`config.mk`:
```
export PLATFORM = sky130hd
export DESIGN_NAME = ssd_capture
export DESIGN_NICKNAME = d
export VERILOG_FILES = /design/src/rtl/ssd_capture.sv
export SDC_FILE = /design/constraint.sdc
export NUM_CORES = 1
export LEC_CHECK = 0
export CAP_MARGIN = 10
export CELL_PAD_IN_SITES_DETAIL_PLACEMENT = 1
export CELL_PAD_IN_SITES_GLOBAL_PLACEMENT = 1
export CORE_MARGIN = 3
export CORE_UTILIZATION = 25
export DETAILED_ROUTE_END_ITERATION = 10
export HOLD_SLACK_MARGIN = 0.08
export PLACE_DENSITY_LB_ADDON = 0.1
export SLEW_MARGIN = 20
export SYNTH_ARGS = -nofsm -noshare
export SYNTH_HDL_FRONTEND = slang
export SYNTH_SLANG_ARGS = --single-unit
```
`constraint.sdc`:
```
create_clock -name clk -period 3.5 [get_ports clk]
set_input_delay 0.875 -clock clk [delete_from_list [all_inputs] [get_ports clk]]
set_output_delay 0.875 -clock clk [all_outputs]
set_load 0.02 [all_outputs]
```
`src/rtl/ssd_capture.sv`:
```
// Recovers the 16-bit value shown on a multiplexed 4-digit seven-segment display.
// Define SSD_CAPTURE_TIMEOUT_EN to compile in the partial-frame watchdog.
module ssd_capture #(
    parameter int CLK_FREQUENCY = 100_000_000,
    parameter int REFRESH_RATE  = 200,
    parameter int STABLE_CYCLES = 16
) (
    input  logic        clk,
    input  logic        rst,
    input  logic [7:0]  segment,
    input  logic [3:0]  anode,
    output logic [15:0] data_out,
    output logic [3:0]  blank_out,
    output logic [3:0]  dp_out,
    output logic        frame_valid,
    output logic        frame_error,
    output logic        timeout,
    output logic [1:0]  fsm_state
);
    // Output handshake: frame_valid is a single-cycle strobe with no ready; the
    // frame outputs change only on that cycle and hold until the next strobe.

    typedef enum logic [1:0] {IDLE = 2'd0, COUNT = 2'd1, HELD = 2'd2} state_t;

    localparam logic [7:0] STABLE = 8'(STABLE_CYCLES);

    logic [7:0]  seg_meta, seg_sync, seg_eff;
    logic [3:0]  an_meta, an_sync, an_eff;
    logic [1:0]  primed;
    logic [11:0] prev_sample;
    logic        changed, an_valid, an_illegal;
    logic [1:0]  digit_idx;
    state_t      state, state_next;
    logic [7:0]  cnt, cnt_next;
    logic        capture;
    logic [3:0]  cap_bit;
    logic [5:0]  dec;
    logic [15:0] shadow_data;
    logic [3:0]  shadow_blank, shadow_dp, captured;
    logic        pend_err, frame_done, wd_expire, frame_clear;

    // Returns {undecodable, blank, nibble}.
    function automatic logic [5:0] decode_seg(input logic [6:0] pat);
        logic [5:0] r;
        r = 6'b10_0000;
        case (pat)
            7'h40: r = {2'b00, 4'h0};
            7'h79: r = {2'b00, 4'h1};
            7'h24: r = {2'b00, 4'h2};
            7'h30: r = {2'b00, 4'h3};
            7'h19: r = {2'b00, 4'h4};
            7'h12: r = {2'b00, 4'h5};
            7'h02: r = {2'b00, 4'h6};
            7'h78: r = {2'b00, 4'h7};
            7'h00: r = {2'b00, 4'h8};
            7'h10: r = {2'b00, 4'h9};
            7'h08: r = {2'b00, 4'hA};
            7'h03: r = {2'b00, 4'hB};
            7'h46: r = {2'b00, 4'hC};
            7'h21: r = {2'b00, 4'hD};
            7'h06: r = {2'b00, 4'hE};
            7'h0E: r = {2'b00, 4'hF};
            7'h7F: r = {2'b01, 4'h0};
            default: r = 6'b10_0000;
        endcase
        return r;
    endfunction

    always_ff @(posedge clk or posedge rst) begin
        if (rst) begin
            seg_meta <= '0;
            seg_sync <= '0;
            an_meta  <= '0;
            an_sync  <= '0;
            primed   <= '0;
        end else begin
            seg_meta <= segment;
            seg_sync <= seg_meta;
            an_meta  <= anode;
            an_sync  <= an_meta;
            primed   <= {primed[0], 1'b1};
        end
    end

    // Until the synchronizers hold a real pin sample, their reset zeros would
    // look like an illegal anode; present an idle display instead.
    assign an_eff  = primed[1] ? an_sync  : 4'b1111;
    assign seg_eff = primed[1] ? seg_sync : 8'hFF;
    assign changed = ({an_eff, seg_eff} != prev_sample);

    always_comb begin
        an_valid  = 1'b1;
        digit_idx = 2'd0;
        case (an_eff)
            4'b1110: digit_idx = 2'd0;
            4'b1101: digit_idx = 2'd1;
            4'b1011: digit_idx = 2'd2;
            4'b0111: digit_idx = 2'd3;
            default: an_valid = 1'b0;
        endcase
    end

    assign an_illegal = !an_valid && (an_eff != 4'b1111);

    always_ff @(posedge clk or posedge rst) begin
        if (rst) begin
            state <= IDLE;
            cnt   <= '0;
        end else begin
            state <= state_next;
            cnt   <= cnt_next;
        end
    end

    // HELD only leaves on a change, so a dwell yields at most one capture.
    always_comb begin
        state_next = state;
        cnt_next   = cnt;
        capture    = 1'b0;
        case (state)
            IDLE: begin
                if (an_valid) begin
                    state_next = COUNT;
                    cnt_next   = 8'd1;
                end
            end
            COUNT, HELD: begin
                if (changed) begin
                    state_next = an_valid ? COUNT : IDLE;
                    cnt_next   = an_valid ? 8'd1 : 8'd0;
                end else if (state == COUNT) begin
                    cnt_next = cnt + 8'd1;
                    if (cnt_next == STABLE) begin
                        state_next = HELD;
                        capture    = 1'b1;
                    end
                end
            end
            default: begin
                state_next = IDLE;
                cnt_next   = 8'd0;
            end
        endcase
    end

    assign fsm_state   = state;
    assign dec         = decode_seg(seg_eff[6:0]);
    assign cap_bit     = capture ? (4'b0001 << digit_idx) : 4'b0000;
    assign frame_done  = &captured;
    assign frame_clear = frame_done || wd_expire;

    // Clearing and a fresh capture/error on the same edge keep the fresh one.
    always_ff @(posedge clk or posedge rst) begin
        if (rst) begin
            prev_sample  <= '0;
            shadow_data  <= '0;
            shadow_blank <= '0;
            shadow_dp    <= '0;
            captured     <= '0;
            pend_err     <= 1'b0;
            data_out     <= '0;
            blank_out    <= '0;
            dp_out       <= '0;
            frame_valid  <= 1'b0;
            frame_error  <= 1'b0;
        end else begin
            prev_sample <= {an_eff, seg_eff};
            if (capture) begin
                shadow_data[{digit_idx, 2'b00} +: 4] <= dec[3:0];
                shadow_blank[digit_idx]              <= dec[4];
                shadow_dp[digit_idx]                 <= ~seg_eff[7];
            end
            captured    <= (frame_clear ? 4'b0000 : captured) | cap_bit;
            pend_err    <= (frame_clear ? 1'b0 : pend_err) | an_illegal | (capture & dec[5]);
            frame_valid <= frame_done;
            if (frame_done) begin
                data_out    <= shadow_data;
                blank_out   <= shadow_blank;
                dp_out      <= shadow_dp;
                frame_error <= pend_err;
            end
        end
    end

`ifdef SSD_CAPTURE_TIMEOUT_EN
    localparam int WD_LIMIT = 4 * CLK_FREQUENCY / REFRESH_RATE;
    localparam int WD_W     = $clog2(WD_LIMIT + 1);

    logic [WD_W-1:0] wd_cnt;

    // Saturates at the limit, so an abandoned partial frame keeps being discarded.
    assign wd_expire = (wd_cnt == WD_W'(WD_LIMIT)) && !capture;

    always_ff @(posedge clk or posedge rst) begin
        if (rst) begin
            wd_cnt  <= '0;
            timeout <= 1'b0;
        end else begin
            if (capture)
                wd_cnt <= '0;
            else if (wd_cnt != WD_W'(WD_LIMIT))
                wd_cnt <= wd_cnt + WD_W'(1);
            if (wd_expire)
                timeout <= 1'b1;
            else if (frame_done)
                timeout <= 1'b0;
        end
    end
`else
    assign wd_expire = 1'b0;
    assign timeout   = 1'b0;
`endif

endmodule
```
* Word-level counts from Yosys, hierarchy flattened
Index checks and enable logic that the tools add are counted.
Storage, ports and cells: register bits 103, latch bits 0, bits in writable memories 0, bits in read-only memories 0, bits of input ports 14, output and inout port bits 29, logic and storage cells 96, memories kept 0
Cells by class: add/subtract/negate cells 2, multiply operators 0, divide/modulo/power cells 0, order comparisons 2, equal/unequal tests 28, shift-type cells 3, multiplexer cells 28, bitwise logic cells 5, reduce and logical (&&, ||, !) cells 10
Operators with widths (count):
- $pmux W6 S17 | 1
- $eq A7 B7 Y1 const B | 5
- $mux W8 | 4
- $eq A7 B5 Y1 const B | 3
- $eq A7 B6 Y1 const B | 3
- $bwmux W16 | 1
- $pmux W8 S2 | 1
- $shift A4 B6 Y16 const A | 1
- $shiftx A4 B6 Y16 | 1
- $eq A7 B2 Y1 const B | 2
- $eq A7 B4 Y1 const B | 2
- $eq A4 B4 Y1 const B | 3
- $mux W4 | 3
- $ne A12 B12 Y1 | 1
- $mux W1 | 9
- $add A8 B1 Y8 const B | 1
- $bwmux W4 | 2
- $eq A8 B5 Y1 const B | 1
- $mux W2 | 4
- $eq A7 B3 Y1 const B | 1
- $logic_not A7 Y1 | 1
- $ne A3 B3 Y1 const B | 2
- $neg A4 Y6 | 1
- $pmux W2 S3 | 1
- 22 further kinds | 24

* Longest topological paths before layout
Gate-level depths: netlist of the first run.
depth after elaboration 8, depth in mapped cells 9, mapped depth without buffers 7

* Worst setup path after synthesis of the first run
OpenSTA, ideal clock, no wires.
path type flip-flop to flip-flop, from register seg_sync[2], to register shadow_blank[3], setup time 0.125 ns, arrival time 2.024 ns, required time 3.375 ns, slack 1.351 ns, stages on the path, launching flop included 10, path buffers 2, clock period less this slack 2.149 ns, cells stage by stage dfrtp_1 > buf_6 > nor2b_4 > inv_2 > or3_1 > a32oi_1 > and4b_1 > buf_6 > nand3_4 > mux2_2
On the way: word-level cells in the longest chain between the ends 4, elaborated cells between the ends (all ways) 23, classes of those cells eq/ne: 17; mux: 5; reduce/logical: 1
Ends and longest elaborated chain:
- from (decl) | line 27 | logic [7:0] seg_meta, seg_sync, seg_eff;
- from (signal assigned) | line 78 | seg_sync <= seg_meta;
- $mux W8 (*) | line 88 | assign seg_eff = primed[1] ? seg_sync : 8'hFF;
- via seg_eff[2] | line 27
- $eq A7 B7 Y1, or another cell as far along | line 46 | case (pat)
- $pmux W6 S17 or $mux W1 (tied branches) | line 46, 128
- $bwmux W4 or $mux W1 (tied branches) | line 170, 120
- to (signal, indexed assignment) | line 170 | shadow_blank[digit_idx] <= dec[4];
- to (decl) | line 39 | logic [3:0] shadow_blank, shadow_dp, captured;
Mark *: on every way through the listed nets, which the timed path passes. The rest lies on a longest branch. A chain may end at the register's enable or synchronous reset.

* Worst setup path in the final report of the first run
from register primed[1], to register shadow_data[5]
On the way: elaborated cells between the ends (all ways) 31, classes of those cells add/sub: 1; eq/ne: 20; shift: 2; mux: 7; reduce/logical: 1
RTL lines:
- from (decl) | line 29 | logic [1:0] primed;
- from (signal assigned) | line 81 | primed <= {primed[0], 1'b1};
- $mux W8 (*) | line 88
- via seg_eff[2] | line 27
- $eq A7 B7 Y1, or another cell as far along | line 46
- $pmux W6 S17 | line 46
- $shiftx A4 B6 Y16 | line 169 | shadow_data[{digit_idx, 2'b00} +: 4] <= dec[3:0];
- $bwmux W16 | line 169
- to (signal, indexed assignment) | line 169
- to (decl) | line 38 | logic [15:0] shadow_data;
Marked as above.

==> results_tabular.tex, run 1 <==
\begin{tabular}{lr}
\hline
Metric & Value \\
\hline
\multicolumn{2}{l}{\textbf{Cells and area}} \\
Synthesis-to-finish area growth & 20.65\% \\
Number of antenna diodes & 0 \\
Leading cell type in the layout, fill and taps excluded & dfrtp\_1 \\
Total of fill cells in the finished design & 2065 \\
Nets & $\sim$520 \\
Share of final-layout standard cells stronger than drive strength 1 & between 10\% and 20\% \\
Commonest cells after routing, fill and taps aside & 103 x dfrtp\_1, 100 x nand2\_1, 41 x clkdlybuf4s50\_1, 25 x mux2\_2, 20 x o21ai\_0 \\
\multicolumn{2}{l}{\textbf{Timing}} \\
Final-report hold violation count & 0 \\
Unrepaired setup endpoints after global routing & false \\
Final slew viol count & 0 \\
Post-Route Setup TNS & 0 ns \\
Final min period & 2.646 ns \\
Slew of the pin with the lowest slew margin & between 0.7 and 0.8 ns \\
Fmax & 377.9 MHz \\
Worst-case clock skew & 0.007908 ns \\
Rel. slew slack & 52.26\% \\
\# setup viols final & 0 \\
Tcrit/Tclk final & 75.60\% \\
\multicolumn{2}{l}{\textbf{Synthesis}} \\
Syn Area/Cell & 10.42 µm² \\
Seq/Total Area, Yosys & a little over half \\
Unique masters post-synth & 56 \\
Yosys warnings & 0 \\
Number of instances in the synthesized netlist & around 460 \\
Post-synth net total & 480 \\
Most used DFF post-synth & dfrtp\_1 \\
Post-synthesis instance area & around 4800 µm² \\
Post-synthesis register bit count & a little over 100 \\
Share of async-settable or async-resettable flops after synthesis & 100.0\% \\
Number of synthesized flops with an enable pin & 0 \\
\multicolumn{2}{l}{\textbf{CTS}} \\
Count of hold-fix buffers inserted at cts & 0 \\
Number of post-CTS setup repair buffers & 0 \\
Library cell used as clock root buffer & clkbuf\_16 \\
CTS sink cnt & just over 100 \\
Register clock-pin slew on the reported worst setup and hold paths & 0.07 ns \\
Number of buffers created by CTS & 9 \\
Maximum buffer depth of the clock tree & 2 \\
Number of gates resized after cts & 0 \\
TritonCTS clock tree & yes \\
Later-pin clock latency in the skew report & 0.35 ns \\
H-tree Lvls & 3 \\
\multicolumn{2}{l}{\textbf{Route}} \\
Total routed wirelength & 11550 µm \\
Via count & 3440 \\
Iteration-0 DRC count of the detailed router & 117 \\
Via density per instance & 4.712 \\
Count of antenna-violating nets left after detailed routing & 0 \\
Routed length per placed instance & $\sim$16 µm \\
Iteration count of the initial detailed-routing pass & 4 \\
Number of design rule violations left after detail routing & 0 \\
\multicolumn{2}{l}{\textbf{Critical path}} \\
End point of the critical path & shadow\_data[5] \\
Setup crit start kind & flop \\
Library cell contributing the largest single delay on the critical path & dfrtp\_1 \\
CP arrival & 2.88 ns \\
Critical path class & flop to flop \\
Capturing element type of the critical path & flop \\
Worst Reg2Reg Path Length in Cells & 8 \\
Top delay family on crit path & simple AND/OR/NAND/NOR gates \\
Source of the worst register-to-register timing path & primed[1] \\
Max FO, Critical Path & 16 \\
Reg2Reg Setup Slack & 0.85 ns \\
Logic depth of the worst setup path including buffers & 8 \\
Longest individual stage delay on the worst path & 0.62 ns \\
Critical path buffers and inverters & 2 \\
Cell chain of the critical path & nor2b\_4 -> inv\_2 -> or3\_1 -> a32oi\_1 -> and4b\_1 -> buf\_4 -> nand3\_4 -> mux2\_2 \\
Reg2Reg Capture Point & shadow\_data[5] \\
Origin of the worst setup path & primed[1] \\
Req. time, crit path & 3.74 ns \\
\multicolumn{2}{l}{\textbf{Power}} \\
PwrDens & 452.3 nW/µm² \\
Peak ir drop on the vdd network & 0.2440 mV \\
P\_leak & 2.567 nW \\
Pwr Total & 2.605 mW \\
\multicolumn{2}{l}{\textbf{Global routing}} \\
Antenna violations before repair & 0 \\
Total track usage & about an eighth \\
Number of global-route vias before repair & $\sim$3.6k \\
Pin count of the biggest net entering global routing & 35 \\
Total congestion overflow after global routing & 0 \\
Wire length of the first global-routing pass & 19480 µm \\
\multicolumn{2}{l}{\textbf{Placed design}} \\
Count of buffers from port buffering & 41 \\
Routability Congestion & 0.7730 \\
Final HPWL from detailed placement & 8401 µm \\
\multicolumn{2}{l}{\textbf{Status}} \\
Result of the run & finished clean \\
\multicolumn{2}{l}{\textbf{Die}} \\
Core Footprint & 18330 µm² \\
Die Wd & approximately 140 µm \\
Initial cell density of the core & 26.05\% \\
Die extent in y & 144.2 µm \\
Num ports & 43 \\
FP Rows & 49 \\
Die Footprint & about 21000 µm² \\
\multicolumn{2}{l}{\textbf{Min path}} \\
Path type of the worst min-delay path & flop to flop \\
\multicolumn{2}{l}{\textbf{Flow run}} \\
Number of max-cap violations & 0 \\
\hline
\end{tabular}
==> final cells by class <==
class	count	area, µm²	share of cell area [%]
well taps	229	286.5	4.974
clock buffers	11	242.7	4.214
repair buffers	51	510.5	8.862
inverters	14	56.30	0.9774
multi-input cells	317	2031	35.25
clock inverters	5	56.30	0.9774
flip-flops and latches	103	2577	44.74
==> synth_stat cells (all sizes together) (9+ instances only) <==
| library cell | number | area [µm²] |
|---|---|---|
| a21oi | 10 | 50.05 |
| buf | 9 | 57.56 |
| clkbuf | 15 | 56.30 |
| dfrtp | 103 | 2577 |
| inv | 13 | 48.79 |
| mux2 | 25 | 281.5 |
| nand2 | 100 | 375.4 |
| nand3 | 15 | 125.1 |
| nor2 | 18 | 67.56 |
| o21ai | 20 | 100.1 |
==> worst min path at each step <==
stage,from,to,depth (start not counted)
6_report,seg_meta[2],seg_sync[2],0
5_1_grt,an_meta[0],an_sync[0],0
4_1_cts,seg_meta[2],seg_sync[2],0
3_5_place_dp,seg_meta[2],seg_sync[2],0
3_3_place_gp,an_meta[3],an_sync[3],0
2_1_floorplan,an_meta[0],an_sync[0],0
==> power breakdown <==
part / internal, mW / switching [mW]
Clock: 0.575 / 0.456
Combinational: 0.125 / 0.175
Sequential: 1.22 / 0.0506
Total: 1.92 / 0.682
==> stage by stage <==
step / hold slack [ns] / worst slack, ns / instance area, µm² / utilization [%] / cells
floorplan: 0.3312 / 1.351 / 4778 / - / 458
global placement: 0.3318 / 0.9340 / 5461 / 29.79 / 714
detailed placement: 0.3356 / 0.8654 / 5461 / 29.79 / 714
CTS: 0.3507 / 0.8445 / 5761 / 31.42 / 730
global route: 0.3538 / 0.6347 / 5761 / 31.42 / 730
finish: 0.3471 / 0.8541 / 5761 / 31.42 / 730
==> routing by layer <==
| metal | part of all wire, % | track usage [%] | up-vias |
|---|---|---|---|
| li1 | - | - | 1655 |
| met1 | 46 | 15.31 | 1726 |
| met2 | 50 | 20.09 | 49 |
| met3 | 3.1 | 2.712 | 10 |
| met4 | 1.4 | 3.682 | 0 |
| met5 | 0 | 0 | - |
==> cell families after synthesis <==
family	after synthesis	synth area share [%]
flip-flops	103	53.98
AND/OR/NAND/NOR	203	22.20
adder cells (fa/ha/maj)	9	2.306
other	2	0.1573
XOR/XNOR	11	2.018
multiplexers	25	5.896
AO/OA/AOI/OAI	67	9.958
buffers and inverters	38	3.485
==> state kept, by name, indices dropped and copies added, names as in the netlist <==
signal,cells
shadow_blank,4
prev_sample,12
fsm_state,2
frame_error,1
frame_valid,1
pend_err,1
seg_sync,8
cnt,8
shadow_data,16
data_out,16
an_sync,4
dp_out,4
seg_meta,8
an_meta,4
primed,2
captured,4
shadow_dp,4
blank_out,4
Power figures use the tool's default switching activity.
==> inputs of run 2 (changes only) <==
- clock period: 3.5 -> 2.6 ns (I/O delays scaled with it)
==> results_tabular.tex, run 2 (same netlist as run 1, synthesis figures left out) <==
\begin{tabular}{lr}
\hline
Metric & Value \\
\hline
\multicolumn{2}{l}{\textbf{Critical path}} \\
Reg2Reg Capture Point & shadow\_data[2] \\
Worst Reg2Reg Path Length in Cells & 8 \\
CP arrival & 2.68 ns \\
Max FO, Critical Path & 28 \\
Origin of the worst setup path & primed[1] \\
Critical path class & flop to flop \\
Source of the worst register-to-register timing path & primed[1] \\
Capturing element type of the critical path & flop \\
Reg2Reg Setup Slack & 0.22 ns \\
Setup crit start kind & flop \\
Req. time, crit path & just under 3 ns \\
End point of the critical path & shadow\_data[2] \\
\multicolumn{2}{l}{\textbf{Cells and area}} \\
Number of antenna diodes & 0 \\
Leading cell type in the layout, fill and taps excluded & dfrtp\_1 \\
Share of final-layout standard cells stronger than drive strength 1 & 13.78\% \\
Total of fill cells in the finished design & $\sim$2.1k \\
Final standard cell area without fillers & 5843 µm² \\
Largest registers in the final layout & data\_out: 16 flops, shadow\_data: 16 flops, prev\_sample: 12 flops \\
Commonest cells after routing, fill and taps aside & 103 x dfrtp\_1, 100 x nand2\_1, 41 x clkdlybuf4s50\_1, 25 x mux2\_2, 20 x o21ai\_0 \\
Synthesis-to-finish area growth & 22.38\% \\
Nets & $\sim$530 \\
\multicolumn{2}{l}{\textbf{Timing}} \\
Final-report hold violation count & 0 \\
Fmax & 420.4 MHz \\
\# setup viols final & 0 \\
Unrepaired setup endpoints after global routing & false \\
Final min period & 2.379 ns \\
Post-Route Setup TNS & 0 ns \\
Rel. slew slack & between 50 and 60\% \\
Worst-case clock skew & 0.01130 ns \\
Slew of the pin with the lowest slew margin & about 0.73 ns \\
Final slew viol count & 0 \\
Tcrit/Tclk final & 91.48\% \\
\multicolumn{2}{l}{\textbf{Route}} \\
Iteration-0 DRC count of the detailed router & 188 \\
Total routed wirelength & 11920 µm \\
Number of design rule violations left after detail routing & 0 \\
Via count & 3478 \\
Count of antenna-violating nets left after detailed routing & 0 \\
Routed length per placed instance & 16.17 µm \\
Iteration count of the initial detailed-routing pass & 4 \\
Via density per instance & 4.719 \\
\multicolumn{2}{l}{\textbf{CTS}} \\
Register clock-pin slew on the reported worst setup and hold paths & 0.08 ns \\
TritonCTS clock tree & yes \\
CTS sink cnt & 103 \\
Number of gates resized after cts & 0 \\
Later-pin clock latency in the skew report & 0.36 ns \\
H-tree Lvls & 3 \\
Number of post-CTS setup repair buffers & 0 \\
Count of hold-fix buffers inserted at cts & 0 \\
Library cell used as clock root buffer & clkbuf\_16 \\
Number of buffers created by CTS & 9 \\
Maximum buffer depth of the clock tree & 2 \\
\multicolumn{2}{l}{\textbf{Global routing}} \\
Number of global-route vias before repair & 3781 \\
Total congestion overflow after global routing & 0 \\
Antenna violations before repair & 0 \\
Pin count of the biggest net entering global routing & 104 \\
Total track usage & between 10 and 15\% \\
Wire length of the first global-routing pass & 19950 µm \\
\multicolumn{2}{l}{\textbf{Die}} \\
Die Wd & 144.2 µm \\
FP Rows & 49 \\
Num ports & 43 \\
Initial cell density of the core & a little over a quarter \\
Die extent in y & approximately 140 µm \\
Die Footprint & 20790 µm² \\
Core Footprint & 18330 µm² \\
\multicolumn{2}{l}{\textbf{Power}} \\
Switching Share & 27.15\% \\
P\_leak & 2.613 nW \\
Reported net switching power & 0.9784 mW \\
Combinational share of power & 12.2\% \\
PwrDens & 616.6 nW/µm² \\
Pwr Total & 3.603 mW \\
Clock network fraction of total power & 40.4\% \\
Internal Power & 2.625 mW \\
Sequential Power Share & a little under half \\
Peak ir drop on the vdd network & 0.3496 mV \\
\multicolumn{2}{l}{\textbf{Placed design}} \\
Final HPWL from detailed placement & 8348 µm \\
Routability Congestion & slightly above 0.8 \\
Count of buffers from port buffering & 41 \\
Total placed instance area & 5527 µm² \\
\multicolumn{2}{l}{\textbf{Flow run}} \\
Number of max-cap violations & 0 \\
\multicolumn{2}{l}{\textbf{Min path}} \\
Path type of the worst min-delay path & flop to flop \\
\multicolumn{2}{l}{\textbf{Status}} \\
Result of the run & finished clean \\
\hline
\end{tabular}
## run 2: cell count changes in the layout (fill, tap and decap cells not counted)
cell	change
clkinv_2	-1
buf_12	+1
clkinv_4	+1
clkbuf_1	-1
clkinvlp_4	-1
clkinv_8	+1
buf_4	+6
inv_6	+1
## run 2: through the flow
step | utilization [%] | hold slack [ns] | worst slack (ns) | instances
4_1_cts | 31.87 | 0.3520 | 0.2269 | 737
3_5_place_dp | 30.15 | 0.3358 | 0.2334 | 721
3_3_place_gp | 30.15 | 0.3323 | 0.2957 | 721
6_report | 31.87 | 0.3468 | 0.2215 | 737
2_1_floorplan | - | 0.3312 | 0.4513 | 458
5_1_grt | 31.87 | 0.3621 | 0.07477 | 737
## run 2: area by class of cell
type / instances / area [µm²] / share of cell area [%]
clock buffers: 10 / 239.0 / 4.090
clock inverters: 6 / 77.57 / 1.328
inverters: 14 / 56.30 / 0.9636
multi-input cells: 317 / 2031 / 34.75
flip-flops and latches: 103 / 2577 / 44.11
well taps: 229 / 286.5 / 4.904
repair buffers: 58 / 575.6 / 9.850
## run 2: power groups by stage
stage	Sequential [mW]	Combinational (mW)	Clock (mW)
floorplan	1.72	0.290	0
global placement	1.74	0.445	0
detailed placement	1.74	0.448	0
CTS	1.71	0.450	1.52
global route	1.72	0.492	1.59
finish	1.71	0.438	1.46
## run 2: layer usage
metal	part of all wire [%]	global-route usage, %
met1	46	15.29
met2	48	20.53
met3	3.2	3.307
met4	2.3	4.271
met5	0	0
## run 2: how the worst min path moves through the flow
stage                           start          end  slack (ns)  cells past startpoint
after detailed placement   an_meta[3]   an_sync[3]        0.34                      0
final                     seg_meta[1]  seg_sync[1]        0.35                      0
after global routing      seg_meta[1]  seg_sync[1]        0.36                      0
after CTS                  an_meta[3]   an_sync[3]        0.35                      0
after floorplan            an_meta[0]   an_sync[0]        0.33                      0
after global placement     an_meta[3]   an_sync[3]        0.33                      0
## run 2: worst max-delay path, cell delays in order (launching register included)
cell	delay, ns
dfrtp_1	0.44
buf_12	0.19
nor4b_1	0.53
nand3b_1	0.26
o211ai_1	0.27
nor3_1	0.09
buf_4	0.17
nor3_1	0.18
mux2_2	0.19
==> edit 1 (config.mk and constraints of run 2) <==
Remove the register `frame_valid`: a continuous assignment takes its place, so the output `frame_valid` follows one clock earlier. Comments in the files are not updated.
--- a/src/rtl/ssd_capture.sv
+++ b/src/rtl/ssd_capture.sv
@@ -161,7 +161,6 @@
             data_out     <= '0;
             blank_out    <= '0;
             dp_out       <= '0;
-            frame_valid  <= 1'b0;
             frame_error  <= 1'b0;
         end else begin
             prev_sample <= {an_eff, seg_eff};
@@ -172,7 +171,6 @@
             end
             captured    <= (frame_clear ? 4'b0000 : captured) | cap_bit;
             pend_err    <= (frame_clear ? 1'b0 : pend_err) | an_illegal | (capture & dec[5]);
-            frame_valid <= frame_done;
             if (frame_done) begin
                 data_out    <= shadow_data;
                 blank_out   <= shadow_blank;
@@ -181,6 +179,8 @@
             end
         end
     end
+
+    assign frame_valid = frame_done;
 
 `ifdef SSD_CAPTURE_TIMEOUT_EN
     localparam int WD_LIMIT = 4 * CLK_FREQUENCY / REFRESH_RATE;
Behaviour: same outputs for any inputs over 10 cycles, from zero or initial values and one cycle with rst high; that may be too few to reach the edited logic, so the function may still have changed.
==> edit 1 against run 2 <==
- worst setup slack got worse by 42 ps
- sequential cell count shrank 1
- die area fell by 0.50%
- clock skew shrank 4.3 ps
- final cell count decreased by 0.27%
- area after synthesis is 0.52% lower
- first-iteration DRC count down 20%
- power down 0.76%
- final area is 0.81% lower
- wire length decreased by 2.3%
- fmax shrank 1.7%
- critical endpoint is now shadow_data[5]
- largest cell class unchanged
- largest power group unchanged
==> edit 1: results (changes against run 2) <==
[status]
status = complete, no violations

[drt]
wirelength_mm = 11.65  ; -2.3%
via_count = 3423  ; -1.6%
drt-initial-drc-count = 151  ; -20%
post_drt_wl_per_cell_microns = 15.85  ; -2.0%

[power]
vdd_ir_drop_max_mv = 0.3141  ; -10%
static-leakage-power_uw = 0.002589  ; -0.89%

[place]
dp.cells = 719  ; -0.28%
placedInstanceArea_sq_um = 5469  ; -1.0%
pre_cts_setup_slack_ps = 146.9  ; -86.51 ps
place.port_buffers = 41  ; unchanged
dp_hpwl_mm = 8.071  ; -3.3%
gpl.final_weighted_congestion = 0.7936  ; -2.0%

[synthesis]
synth.top_cells.by_area = dfrtp_1, nand2_1, mux2_2
synth-seq-area-share = 0.5374  ; -0.002424
synth.avg_cell_area_sq_um = 10.39  ; -0.31%
syn-num-nets = 479  ; -0.21%
synth_top_cells_by_count = dfrtp_1, nand2_1, mux2_2

[timing]
maximum_clock_skew_at_final_layout_ps = 7.028  ; -4.269 ps
slew-limit-headroom = 0.6004  ; +0.09227
tightest_hold_margin_ps = 346.7  ; -0.1010 ps
finalCriticalPeriod_ps = 2420  ; +41.69 ps

[global_routing]
first_pass_grt_wire_length_mm = 19.67  ; -1.4%
number_of_global_route_vias_before_repair = 3642  ; -3.7%
track_usage = 0.1209  ; -0.001678
maximum_number_of_pins_on_one_net_before_global_route_repair = 103  ; -0.96%

[worst_setup_path]
worst-r2r-setup-slack_ps = 180  ; -40 ps
regToRegEndpoint = shadow_data[5]
cpPeakStageDelay_ps = 380  ; -150 ps
timing.critical_path.fanout_max = 16  ; -43%
critPathSlowestCell = nor4bb_2

[min_path]
min_to = an_sync[3]
min-delay-path-class = reg2reg
hold_start = an_meta[3]

[cts]
clock-root-buffer = clkbuf_16
clk-insertion-delay-late_ps = 350

[cells_and_area]
nets = 523  ; -0.38%
antennaDiodeCount = 0  ; unchanged

[edit 1: cell count changes after synthesis]
cell and change:
dfrtp_1 -1
[edit 1: area by class of cell]
cell class | count | area [sq um]
Multi-Input combinational cell | 317 | 2037
Tap cell | 229 | 286.5
Sequential cell | 102 | 2554
Clock buffer | 12 | 266.5
Timing Repair Buffer | 57 | 543.0
Fill cell | 2042 | 12540
Clock inverter | 4 | 52.55
Inverter | 14 | 56.30
[edit 1: cell families after synthesis]
group	after synthesis	share of synthesized area
other	2	0.001581
XOR/XNOR	11	0.02028
AO/OA/AOI/OAI	67	0.1001
buffers and inverters	38	0.03503
adder cells (fa/ha/maj)	9	0.02318
AND/OR/NAND/NOR	203	0.2231
flip-flops	102	0.5374
multiplexers	25	0.05927
[edit 1: routing by layer]
| metal | share of wire | wire (microns) | global-route usage | vias up |
|---|---|---|---|---|
| met2 | 0.48 | 5614 | 0.2011 | 45 |
| met5 | 0 | 0 | 0 | - |
| met4 | 0.012 | 139 | 0.03419 | 0 |
| met1 | 0.48 | 5583 | 0.1593 | 1705 |
| li1 | - | - | - | 1663 |
| met3 | 0.027 | 311 | 0.02562 | 10 |
[edit 1: what timing repair did]
action | 4_1_cts | 5_1_grt
hold endpoints to repair | 0 | 0
setup endpoints to repair | 0 | 24
setup buffers | 0 | 0
gates resized for setup | 0 | 2
[edit 1: power by group]
part | switching, uW | total (uW) | internal (uW) | leakage [uW]
clock network | 610 | 1440 | 830 | 0.000159
logic | 257 | 442 | 185 | 0.00112
registers | 62.2 | 1690 | 1630 | 0.00131
==> edit 2 (flow settings as in run 2) <==
Made on the original files. Add a define of `SSD_CAPTURE_TIMEOUT_EN`.
--- a/src/rtl/ssd_capture.sv
+++ b/src/rtl/ssd_capture.sv
@@ -1,5 +1,7 @@
 // Recovers the 16-bit value shown on a multiplexed 4-digit seven-segment display.
 // Define SSD_CAPTURE_TIMEOUT_EN to compile in the partial-frame watchdog.
+`define SSD_CAPTURE_TIMEOUT_EN
+
 module ssd_capture #(
     parameter int CLK_FREQUENCY = 100_000_000,
     parameter int REFRESH_RATE  = 200,
Check against the original RTL: no difference found for any inputs over 10 cycles, from zero or initial values and one cycle with rst high; that may be too few to reach the edited logic, so the function may still have changed.
==> edit 2 against run 2 <==
- critical path depth is 1 lower
- synthesized cell count is 29% higher
- largest power group is now the clock network
- wire length is 31% higher
- sequential cell count is 22 higher
- final area is 32% higher
- area after synthesis is 25% higher
- worst setup slack worse by 120 ps
- power is 41% higher
==> edit 2: results (changes against run 2) <==
[status]
status = complete, no violations

[cts]
cts_made_buffers = 17  ; +8
clock_h_tree_levels = 4  ; +1
clock-root-buffer = clkbuf_16
clkTransAtPathRegs_ps = 60  ; -20 ps

[cells_and_area]
reg_top3 = wd_cnt (21), data_out (16), shadow_data (16)
area_growth_syn_to_layout_pct = 29.28
final_layout_size_suffix_gt1_frac = 0.1441  ; +0.006322

[drt]
via_count_normalized_by_instance_count = 4.577  ; -3.0%
routedLengthMet1_mm = 7.389  ; +34%
routed-wl-met3_microns = 423  ; +9.3%
via_count = 4545  ; +31%
met2WireLength_mm = 7.663  ; +33%
wirelength_mm = 15.63  ; +31%

[global_routing]
track_usage = 0.1294  ; +0.006824
first_pass_grt_wire_length_mm = 26.50  ; +33%
groute.layer.met2.usage = 0.2140  ; +0.008718
number_of_global_route_vias_before_repair = 4939  ; +31%
maximum_number_of_pins_on_one_net_before_global_route_repair = 78  ; -25%
met3_usage = 0.03250  ; -0.0005694
grtUsageMet1 = 0.1677  ; +0.01473

[synthesis]
synth-seq-area-share = 0.5255  ; -0.01429
synth.top_cells.by_area = dfrtp_1, nand2_1, xor2_1
synth_top_cells_by_count = dfrtp_1, nand2_1, nor2_1
postSynthCellCount = 589  ; +29%

[place]
dp.cells = 956  ; +33%
pre_cts_setup_slack_ps = 41.99  ; -191.4 ps
placedInstanceArea_sq_um = 6958  ; +26%
gpl.final_weighted_congestion = 0.7610  ; -6.0%
place.port_buffers = 42  ; +2.4%

[power]
static-leakage-power_uw = 0.003395  ; +30%
vdd_ir_drop_max_mv = 0.3338  ; -4.5%
switching_component_of_the_power_uw = 1189  ; +22%

[worst_setup_path]
timing.critical_path.fanout_max = 6  ; -79%
regToRegEndpoint = shadow_data[15]

[timing]
tightest_hold_margin_ps = 347.5  ; +0.6280 ps
maximum_clock_skew_at_final_layout_ps = 7.020  ; -4.277 ps
setup_ws_ps = 106.4  ; -115.0 ps
tightestPinTransition_ps = 723.1  ; -10.10 ps

[min_path]
hold_start = an_meta[0]
min_to = an_sync[0]

[edit 2: worst max-delay path, stage by stage, from the launching register on]
cell and delay [ps]:
dfrtp_1 420, buf_6 140, or3b_1 340, a21oi_1 180, o22ai_2 160, or4b_4 590
or3_4 450, o21ai_1 140
[edit 2: what timing repair did]
item / 4_1_cts / 5_1_grt
setup endpoints to repair: 0 / 21
buffers inserted: 0 / 5
gates resized for setup: 0 / 7
[edit 2: final cells by class]
| type | instances | area share |
|---|---|---|
| tap | 313 | 0.05089 |
| timing repair buffer | 87 | 0.1065 |
| clock buffer | 19 | 0.05756 |
| clock inverter | 13 | 0.02764 |
| sequential | 125 | 0.4065 |
| multi-input combinational | 419 | 0.3421 |
| inverter | 17 | 0.008780 |
[edit 2: how the worst max path moves through the flow]
stage,from,to,cells past startpoint
3_3_place_gp,primed[1],shadow_data[1],7
5_1_grt,primed[1],shadow_data[12],7
3_5_place_dp,primed[1],shadow_data[1],7
6_report,primed[1],shadow_data[15],7
2_1_floorplan,fsm_state[0],wd_cnt[0],10
4_1_cts,primed[1],shadow_data[1],7
[edit 2: cell families (layout without fill, tap and decap cells)]
family          count (synthesis)  after routing  share of synthesized area
other cells                     1              1                  0.0006300
fa+ha+maj                      12             12                    0.02481
xor+xnor                       32             32                    0.04709
mux                            14             14                    0.02607
simple gates                  274            274                     0.2399
flops                         125            125                     0.5255
buf+inv                        45            136                    0.03552
compound gates                 86             86                     0.1005
[edit 2: power by group through the flow]
stage	Combinational [uW]	Clock [uW]	Sequential, uW
3_3_place_gp	416	0	2060
6_report	424	2630	2020
4_1_cts	426	2720	2020
2_1_floorplan	246	0	2060
3_5_place_dp	425	0	2060
5_1_grt	478	2810	2030
